$ cat config.mk
export PLATFORM = sky130hd
export DESIGN_NAME = decode_exec_reg
export DESIGN_NICKNAME = d
export VERILOG_FILES = /design/src/rtl/dex_pkg.sv /design/src/rtl/flopenrc.sv /design/src/rtl/decode_exec_reg.sv
export SDC_FILE = /design/constraint.sdc
export NUM_CORES = 1
export LEC_CHECK = 0
export CAP_MARGIN = 20
export CORE_MARGIN = 3
export CORE_UTILIZATION = 40
export DETAILED_ROUTE_END_ITERATION = 8
export GPL_ROUTABILITY_DRIVEN = 0
export PLACE_DENSITY = 0.8
export SYNTH_ARGS = -nofsm -noshare
export SYNTH_HDL_FRONTEND = slang
export SYNTH_SLANG_ARGS = --single-unit
export TNS_END_PERCENT = 1
$ cat constraint.sdc
create_clock -name CLK -period 6 [get_ports CLK]
set_clock_uncertainty 0.2 [all_clocks]
set_input_delay 1.2 -clock CLK [delete_from_list [all_inputs] [get_ports CLK]]
set_output_delay 1.2 -clock CLK [all_outputs]
set_load 0.02 [all_outputs]
$ cat src/rtl/dex_pkg.sv
// Shared types and constants for the decode->execute pipeline register.
package dex_pkg;

    localparam logic [3:0] COND_AL        = 4'b1110;
    localparam int         ALUC_W_DEFAULT = 2;

    typedef struct packed {
        logic                      PCSrc;
        logic                      RegWrite;
        logic                      MemWrite;
        logic                      MemtoReg;
        logic                      Branch;
        logic                      ALUSrc;
        logic                      NoWrite;
        logic [1:0]                FlagWrite;
        logic [3:0]                Cond;
        logic [ALUC_W_DEFAULT-1:0] ALUControl;
    } ctrl_t;

    // A bubble never writes state or redirects the PC, and executes as AL (never NV).
    localparam ctrl_t BUBBLE_CTRL = '{
        PCSrc:      1'b0,
        RegWrite:   1'b0,
        MemWrite:   1'b0,
        MemtoReg:   1'b0,
        Branch:     1'b0,
        ALUSrc:     1'b0,
        NoWrite:    1'b0,
        FlagWrite:  2'b00,
        Cond:       COND_AL,
        ALUControl: '0
    };

endpackage

$ cat src/rtl/flopenrc.sv
// Flop with async reset, enable and synchronous clear; reset and clear share RST_VAL.
module flopenrc #(
    parameter type T       = logic,
    parameter T    RST_VAL = T'(0)
) (
    input  logic clk,
    input  logic reset,
    input  logic en,
    input  logic clear,
    input  T     d,
    output T     q
);

    // Clear beats enable so a flush wins over a stall.
    always_ff @(posedge clk or posedge reset) begin
        if (reset) begin
            q <= RST_VAL;
        end else if (clear) begin
            q <= RST_VAL;
        end else if (en) begin
            q <= d;
        end
    end

endmodule

$ cat src/rtl/decode_exec_reg.sv
// Decode->Execute pipeline register with stall, flush and per-slot valid bit.
// Optional DEX_BUBBLE_CNT_EN adds a saturating bubble counter output BubbleCntE.
module decode_exec_reg
    import dex_pkg::*;
#(
    parameter int WIDTH  = 32,
    parameter int RA_W   = 4,
    parameter int ALUC_W = ALUC_W_DEFAULT
) (
    input  logic              CLK,
    input  logic              RESET,
    input  logic              StallE,
    input  logic              FlushE,
    input  logic              ValidD,
    input  logic              PCSrcD,
    input  logic              RegWriteD,
    input  logic              MemWriteD,
    input  logic              MemtoRegD,
    input  logic              BranchD,
    input  logic              ALUSrcD,
    input  logic              NoWriteD,
    input  logic [1:0]        FlagWriteD,
    input  logic [3:0]        CondD,
    input  logic [ALUC_W-1:0] ALUControlD,
    input  logic [WIDTH-1:0]  RD1D,
    input  logic [WIDTH-1:0]  RD2D,
    input  logic [WIDTH-1:0]  ExtImmD,
    input  logic [RA_W-1:0]   RA1D,
    input  logic [RA_W-1:0]   RA2D,
    input  logic [RA_W-1:0]   WA3D,
    output logic              PCSrcEIn,
    output logic              RegWriteEIn,
    output logic              MemWriteEIn,
    output logic              MemtoRegE,
    output logic              BranchEIn,
    output logic              ALUSrcE,
    output logic              NoWrite,
    output logic [1:0]        FlagWriteE,
    output logic [3:0]        CondE,
    output logic [ALUC_W-1:0] ALUControlE,
    output logic [WIDTH-1:0]  RD1E,
    output logic [WIDTH-1:0]  RD2E,
    output logic [WIDTH-1:0]  ExtImmE,
    output logic [RA_W-1:0]   RA1E,
    output logic [RA_W-1:0]   RA2E,
    output logic [RA_W-1:0]   WA3E,
`ifdef DEX_BUBBLE_CNT_EN
    output logic [15:0]       BubbleCntE,
`endif
    output logic              ValidE
);

    localparam int DATA_W = 3 * WIDTH + 3 * RA_W;

    ctrl_t              ctrl_d, ctrl_load, ctrl_q;
    logic [DATA_W-1:0]  data_d, data_q;
    logic               load_en;

    assign load_en = ~StallE;

    assign ctrl_d = '{
        PCSrc:      PCSrcD,
        RegWrite:   RegWriteD,
        MemWrite:   MemWriteD,
        MemtoReg:   MemtoRegD,
        Branch:     BranchD,
        ALUSrc:     ALUSrcD,
        NoWrite:    NoWriteD,
        FlagWrite:  FlagWriteD,
        Cond:       CondD,
        ALUControl: ALUControlD
    };

    // An invalid decode slot enters E as a bubble; its data fields are don't-care.
    assign ctrl_load = ValidD ? ctrl_d : BUBBLE_CTRL;
    assign data_d    = {RD1D, RD2D, ExtImmD, RA1D, RA2D, WA3D};

    flopenrc #(
        .T       (ctrl_t),
        .RST_VAL (BUBBLE_CTRL)
    ) u_ctrl (
        .clk   (CLK),
        .reset (RESET),
        .en    (load_en),
        .clear (FlushE),
        .d     (ctrl_load),
        .q     (ctrl_q)
    );

    flopenrc #(
        .T (logic [DATA_W-1:0])
    ) u_data (
        .clk   (CLK),
        .reset (RESET),
        .en    (load_en),
        .clear (FlushE),
        .d     (data_d),
        .q     (data_q)
    );

    // ValidE is the slot state: 0 = EMPTY, 1 = FULL.
    flopenrc #(
        .T (logic)
    ) u_valid (
        .clk   (CLK),
        .reset (RESET),
        .en    (load_en),
        .clear (FlushE),
        .d     (ValidD),
        .q     (ValidE)
    );

    assign PCSrcEIn    = ctrl_q.PCSrc;
    assign RegWriteEIn = ctrl_q.RegWrite;
    assign MemWriteEIn = ctrl_q.MemWrite;
    assign MemtoRegE   = ctrl_q.MemtoReg;
    assign BranchEIn   = ctrl_q.Branch;
    assign ALUSrcE     = ctrl_q.ALUSrc;
    assign NoWrite     = ctrl_q.NoWrite;
    assign FlagWriteE  = ctrl_q.FlagWrite;
    assign CondE       = ctrl_q.Cond;
    assign ALUControlE = ctrl_q.ALUControl;
    assign {RD1E, RD2E, ExtImmE, RA1E, RA2E, WA3E} = data_q;

`ifdef DEX_BUBBLE_CNT_EN
    logic [15:0] bubble_cnt_q;
    logic        bubble_evt;

    assign bubble_evt = FlushE | (load_en & ~ValidD);

    always_ff @(posedge CLK or posedge RESET) begin
        if (RESET) begin
            bubble_cnt_q <= '0;
        end else if (bubble_evt && bubble_cnt_q != 16'hFFFF) begin
            bubble_cnt_q <= bubble_cnt_q + 16'd1;
        end
    end

    assign BubbleCntE = bubble_cnt_q;
`endif

endmodule

* Yosys cells after proc, flatten, opt, wreduce, memory -nomap -nowiden *
Index checks and enable logic that the tools add are counted.

storage, ports and cells
  flip-flop bits (word level) = 124
  output and inout port bits = 124
  input port bits = 128
  logic and storage cells = 20

cells by class
  muxes and demuxes = 7
  equal/unequal tests = 1

operators with widths
  kind                  count
  $mux W108             2
  $mux W15              3
  $mux W1               2
  $ne A2 B1 Y1 const B  1

* Logic depth before layout (Yosys ltp) *
  depth in word-level cells = 3
  depth in mapped cells = 5
  gate-level depth less buffers = 2

* Hierarchy *
A second synthesis with hierarchy kept.

unflattened totals
  cells, all modules = 419
  area total of the unflattened synthesis = 5141.2 µm²

modules (own cells, without submodules)
  module              sequential area each (µm²)  times used  cells each  area each (µm²)
  flopenrc (u_data)   2702.6                      1           349         4351.7
  flopenrc (u_ctrl)   379.1                       1           49          628.1
  decode_exec_reg     0.0                         1           17          118.9
  flopenrc (u_valid)  25.0                        1           4           42.5

* Worst setup path before layout *
OpenSTA, ideal clock, no wires.

  path kind = input to register
  start = input StallE
  end = register u_data.q[42] in the netlist's numbering
  buffers on the path = 3
  library setup time = 0.132 ns
  stages on the path = 5
  data required time = 5.668 ns
  path slack = 3.832 ns
  arrival = 1.836 ns
  cells stage by stage = buf_4 buf_12 buf_12 mux2i_1 nor2_1

between the ends
  cells in the longest elaborated chain, start to end = 1

ends and longest elaborated chain
  what                           line                   source
  start, declared                decode_exec_reg.sv:12  input logic StallE,
  $ne A2 B1 Y1 (no source line)  n/a
  end signal, assigned           flopenrc.sv:17         q <= RST_VAL;
  end signal, assigned           flopenrc.sv:19         q <= RST_VAL;
  end signal, assigned           flopenrc.sv:21         q <= d;
  end, declared                  flopenrc.sv:11         output T q

No other way between the ends.
A chain may end at the register's enable or synchronous reset.

* Worst setup path after layout *
  start = register u_ctrl.q[3] in the netlist's numbering
  end = output CondE[1]

RTL lines
  what                    line                   source
  start, declared         flopenrc.sv:11
  start signal, assigned  flopenrc.sv:17
  start signal, assigned  flopenrc.sv:19
  start signal, assigned  flopenrc.sv:21
  end, declared           decode_exec_reg.sv:39  output logic [3:0] CondE,

No word-level cell between the ends.

==> impl_metrics.csv <==
group,metric,value,unit
clocking,post_cts_buffers,0,
sta,relSlewSlack,0.3780,
cells_and_area,drive_above_1_share,0.05710,
cells_and_area,layout.cells.non_filler,816,
power_and_ir_drop,vdd_drop_max,0.1456,mV
die,ios,252,
sta,period_needed,2.957,ns
clocking,htree_levels,4,
clocking,clkSlewWorstSetupHoldPaths,0.05,ns
worst_hold_path,min_path_type,"reg2reg",
global_routing,grt_max_degree,114,
clocking,cts_hold_buf,0,
clocking,post_cts_resized,0,
logic_synthesis,synth_edf_count,0,
route,wl,13760,um
sta,fin_setup_tns,0,ns
worst_setup_path,path_buf_inv,1,
place,hpwl,9716,um
sta,finalMaxSlewViolations,0,
die,rows,40,
job,drv_cap,0,
cells_and_area,area_growth,61.06,%
route,drtAntennaViolNets,0,
global_routing,gr-total-overflow,0,
sta,timing.final.ws_setup,3.043,ns
power_and_ir_drop,power_leakage,3.794,nW
route,num_vias,3850,
worst_setup_path,arrival,1.56,ns
power_and_ir_drop,power_density,284.8,mW/mm^2
logic_synthesis,yosys_warnings,0,
worst_setup_path,crit_path_max_incr_delay,0.61,ns
logic_synthesis,syn_inst,391,
worst_setup_path,cp_slowest_cell,"clkdlybuf4s50_1",
logic_synthesis,avgSynthCellArea,12.96,sq um
die,die_height,118.6,um
clocking,clk_path_buf_depth,2,
logic_synthesis,synth_common_cells,"dfrtp_1 (121), mux2i_1 (109), nor2_1 (109)",
worst_setup_path,critical_path_required,4.60,ns
worst_setup_path,critPathKind,"reg2out",
logic_synthesis,ys_seq_area_frac,0.6131,
logic_synthesis,synth_nets,519,
route,first_iter_violations,195,
global_routing,grt_pass1_vias,4188,
sta,hold_viol,0,
route,drc,0,
place,io_buffers,251,
sta,max_freq,338.2,MHz
logic_synthesis,synth.area.top_cells,"dfrtp_1 (60%), mux2i_1 (22%), nor2_1 (8.1%)",
clocking,cts_root_buf,"clkbuf_16",
die,die_area,0.01406,sq mm
power_and_ir_drop,total_power,2.325,mW
logic_synthesis,synth-seq-cells,124,
sta,rsz0062_at_grt,"no",
logic_synthesis,synth_area,0.005067,sq mm
global_routing,grt_pass1_wl,21940,um
die,core-area,0.01221,sq mm
cells_and_area,fin_util,0.6683,
worst_setup_path,cp_top_family,"buffers and inverters",
die,die_w,118.6,um
clocking,worstSkewPairLatency,0.41,ns
die,start_util,0.4150,
place,dpl_worst_slack,2.737,ns
logic_synthesis,async_reset_ff_frac,1.000,
worst_setup_path,endpoint_kind,"output port",
route,wl_per_cell,16.87,um
logic_synthesis,synth.most_common_cell,"dfrtp_1",
clocking,clock_sinks,124,
cells_and_area,nets,764,
worst_setup_path,crit_fanout,2,
worst_hold_path,holdCritStartpoint,"u_ctrl.q[8]",
sta,finalSetupViolations,0,
route,dr.pass1.iters,4,
sta,fin_crit_sh,0.4928,
outcome,outcome,"complete, no violations",
logic_synthesis,synth.distinct_cells,13,
logic_synthesis,synth_top_area_cell,"dfrtp_1",
worst_setup_path,crit_chain,"clkdlybuf4s50_1",
route,via_per_inst,4.718,
worst_setup_path,crit_path_start_kind,"flop",
clocking,cts_tree,"done",
cells_and_area,diodes,0,
worst_setup_path,r2r-start,"u_data.q[103]",
global_routing,grt_usage,0.1977,
global_routing,antenna_found_initial,0,
clocking,cts_buffers,17,
logic_synthesis,netlist.area_leader.share,0.5975,
place,placed_cells,784,
sta,tightestPinTransition,0.9330,ns
worst_setup_path,cp-startpoint,"u_ctrl.q[3]",
logic_synthesis,ys.flop_type,"dfrtp_1",
==> path summary, 6_finish.rpt <==
path	end	slack [ns]	cells after the start
worst max register to register	u_data.q[103]	5.05	2
max in group asynchronous	u_ctrl.q[7]	3.28	3
min in group asynchronous	u_data.q[68]	1.15	2
worst max-delay path	CondE[1]	3.04	1
worst min-delay path	u_ctrl.q[8]	0.29	1
worst min register to register	u_ctrl.q[8]	0.29	1
==> sequential cells by signal, indices dropped and copies added (netlist names) <==
name,count
u_data.q,108
u_valid.q,1
u_ctrl.q,15
==> layout by cell type, fill, tap and decap left out, types with 5 or more instances in the layout <==
master,synthesis,final
a32o_1,12,12
dfrtp_1,121,121
clkdlybuf4s50_1,0,249
nor2_1,109,109
clkbuf_8,0,5
mux2i_1,109,109
clkbuf_16,0,17
==> logic make-up (layout without fill, tap and decap cells) <==
logic type / Yosys count / in the layout / synth area share
flip-flops: 124 / 124 / 0.6131
AO/OA/AOI/OAI: 15 / 15 / 0.02963
buffers and inverters: 30 / 287 / 0.05630
multiplexers: 109 / 109 / 0.2153
AND/OR/NAND/NOR: 113 / 113 / 0.08568
==> per-stage QoR <==
stage	hold slack [ns]	instance area [sq um]
2_1_floorplan	0.3452	5067
3_3_place_gp	0.2750	7528
3_5_place_dp	0.2799	7528
4_1_cts	0.2922	8142
5_1_grt	0.3084	8162
6_report	0.2946	8162
==> report_power, final <==
| part | internal [mW] | switching [mW] |
|---|---|---|
| Sequential | 0.883 | 0.0248 |
| Clock | 0.705 | 0.345 |
| Combinational | 0.196 | 0.171 |
| Total | 1.78 | 0.541 |
==> worst reg2reg max path, stage by stage, from the launching register on <==
cell and delay [ns]:
dfrtp_1 0.38, mux2i_1 0.17, nor2_1 0.06
==> metal layers <==
layer / GRT usage / up-vias / wire length [um] / part of all wire
met5: 0 / - / 0 / 0
met2: 0.3300 / 165 / 6854 / 0.50
met1: 0.2239 / 1859 / 5420 / 0.39
li1: - / 1816 / - / -
met4: 0.05648 / 0 / 156 / 0.011
met3: 0.09856 / 10 / 1331 / 0.097
==> cell type report <==
class,count,area [sq um]
timing repair buffer,254,2546
sequential,124,3107
tap,168,210.2
inverter,2,10.01
multi-input combinational,237,1675
clock buffer,25,505.5
clock inverter,6,107.6
fill,988,4050
No activity file was read; power rests on OpenSTA's default activity.
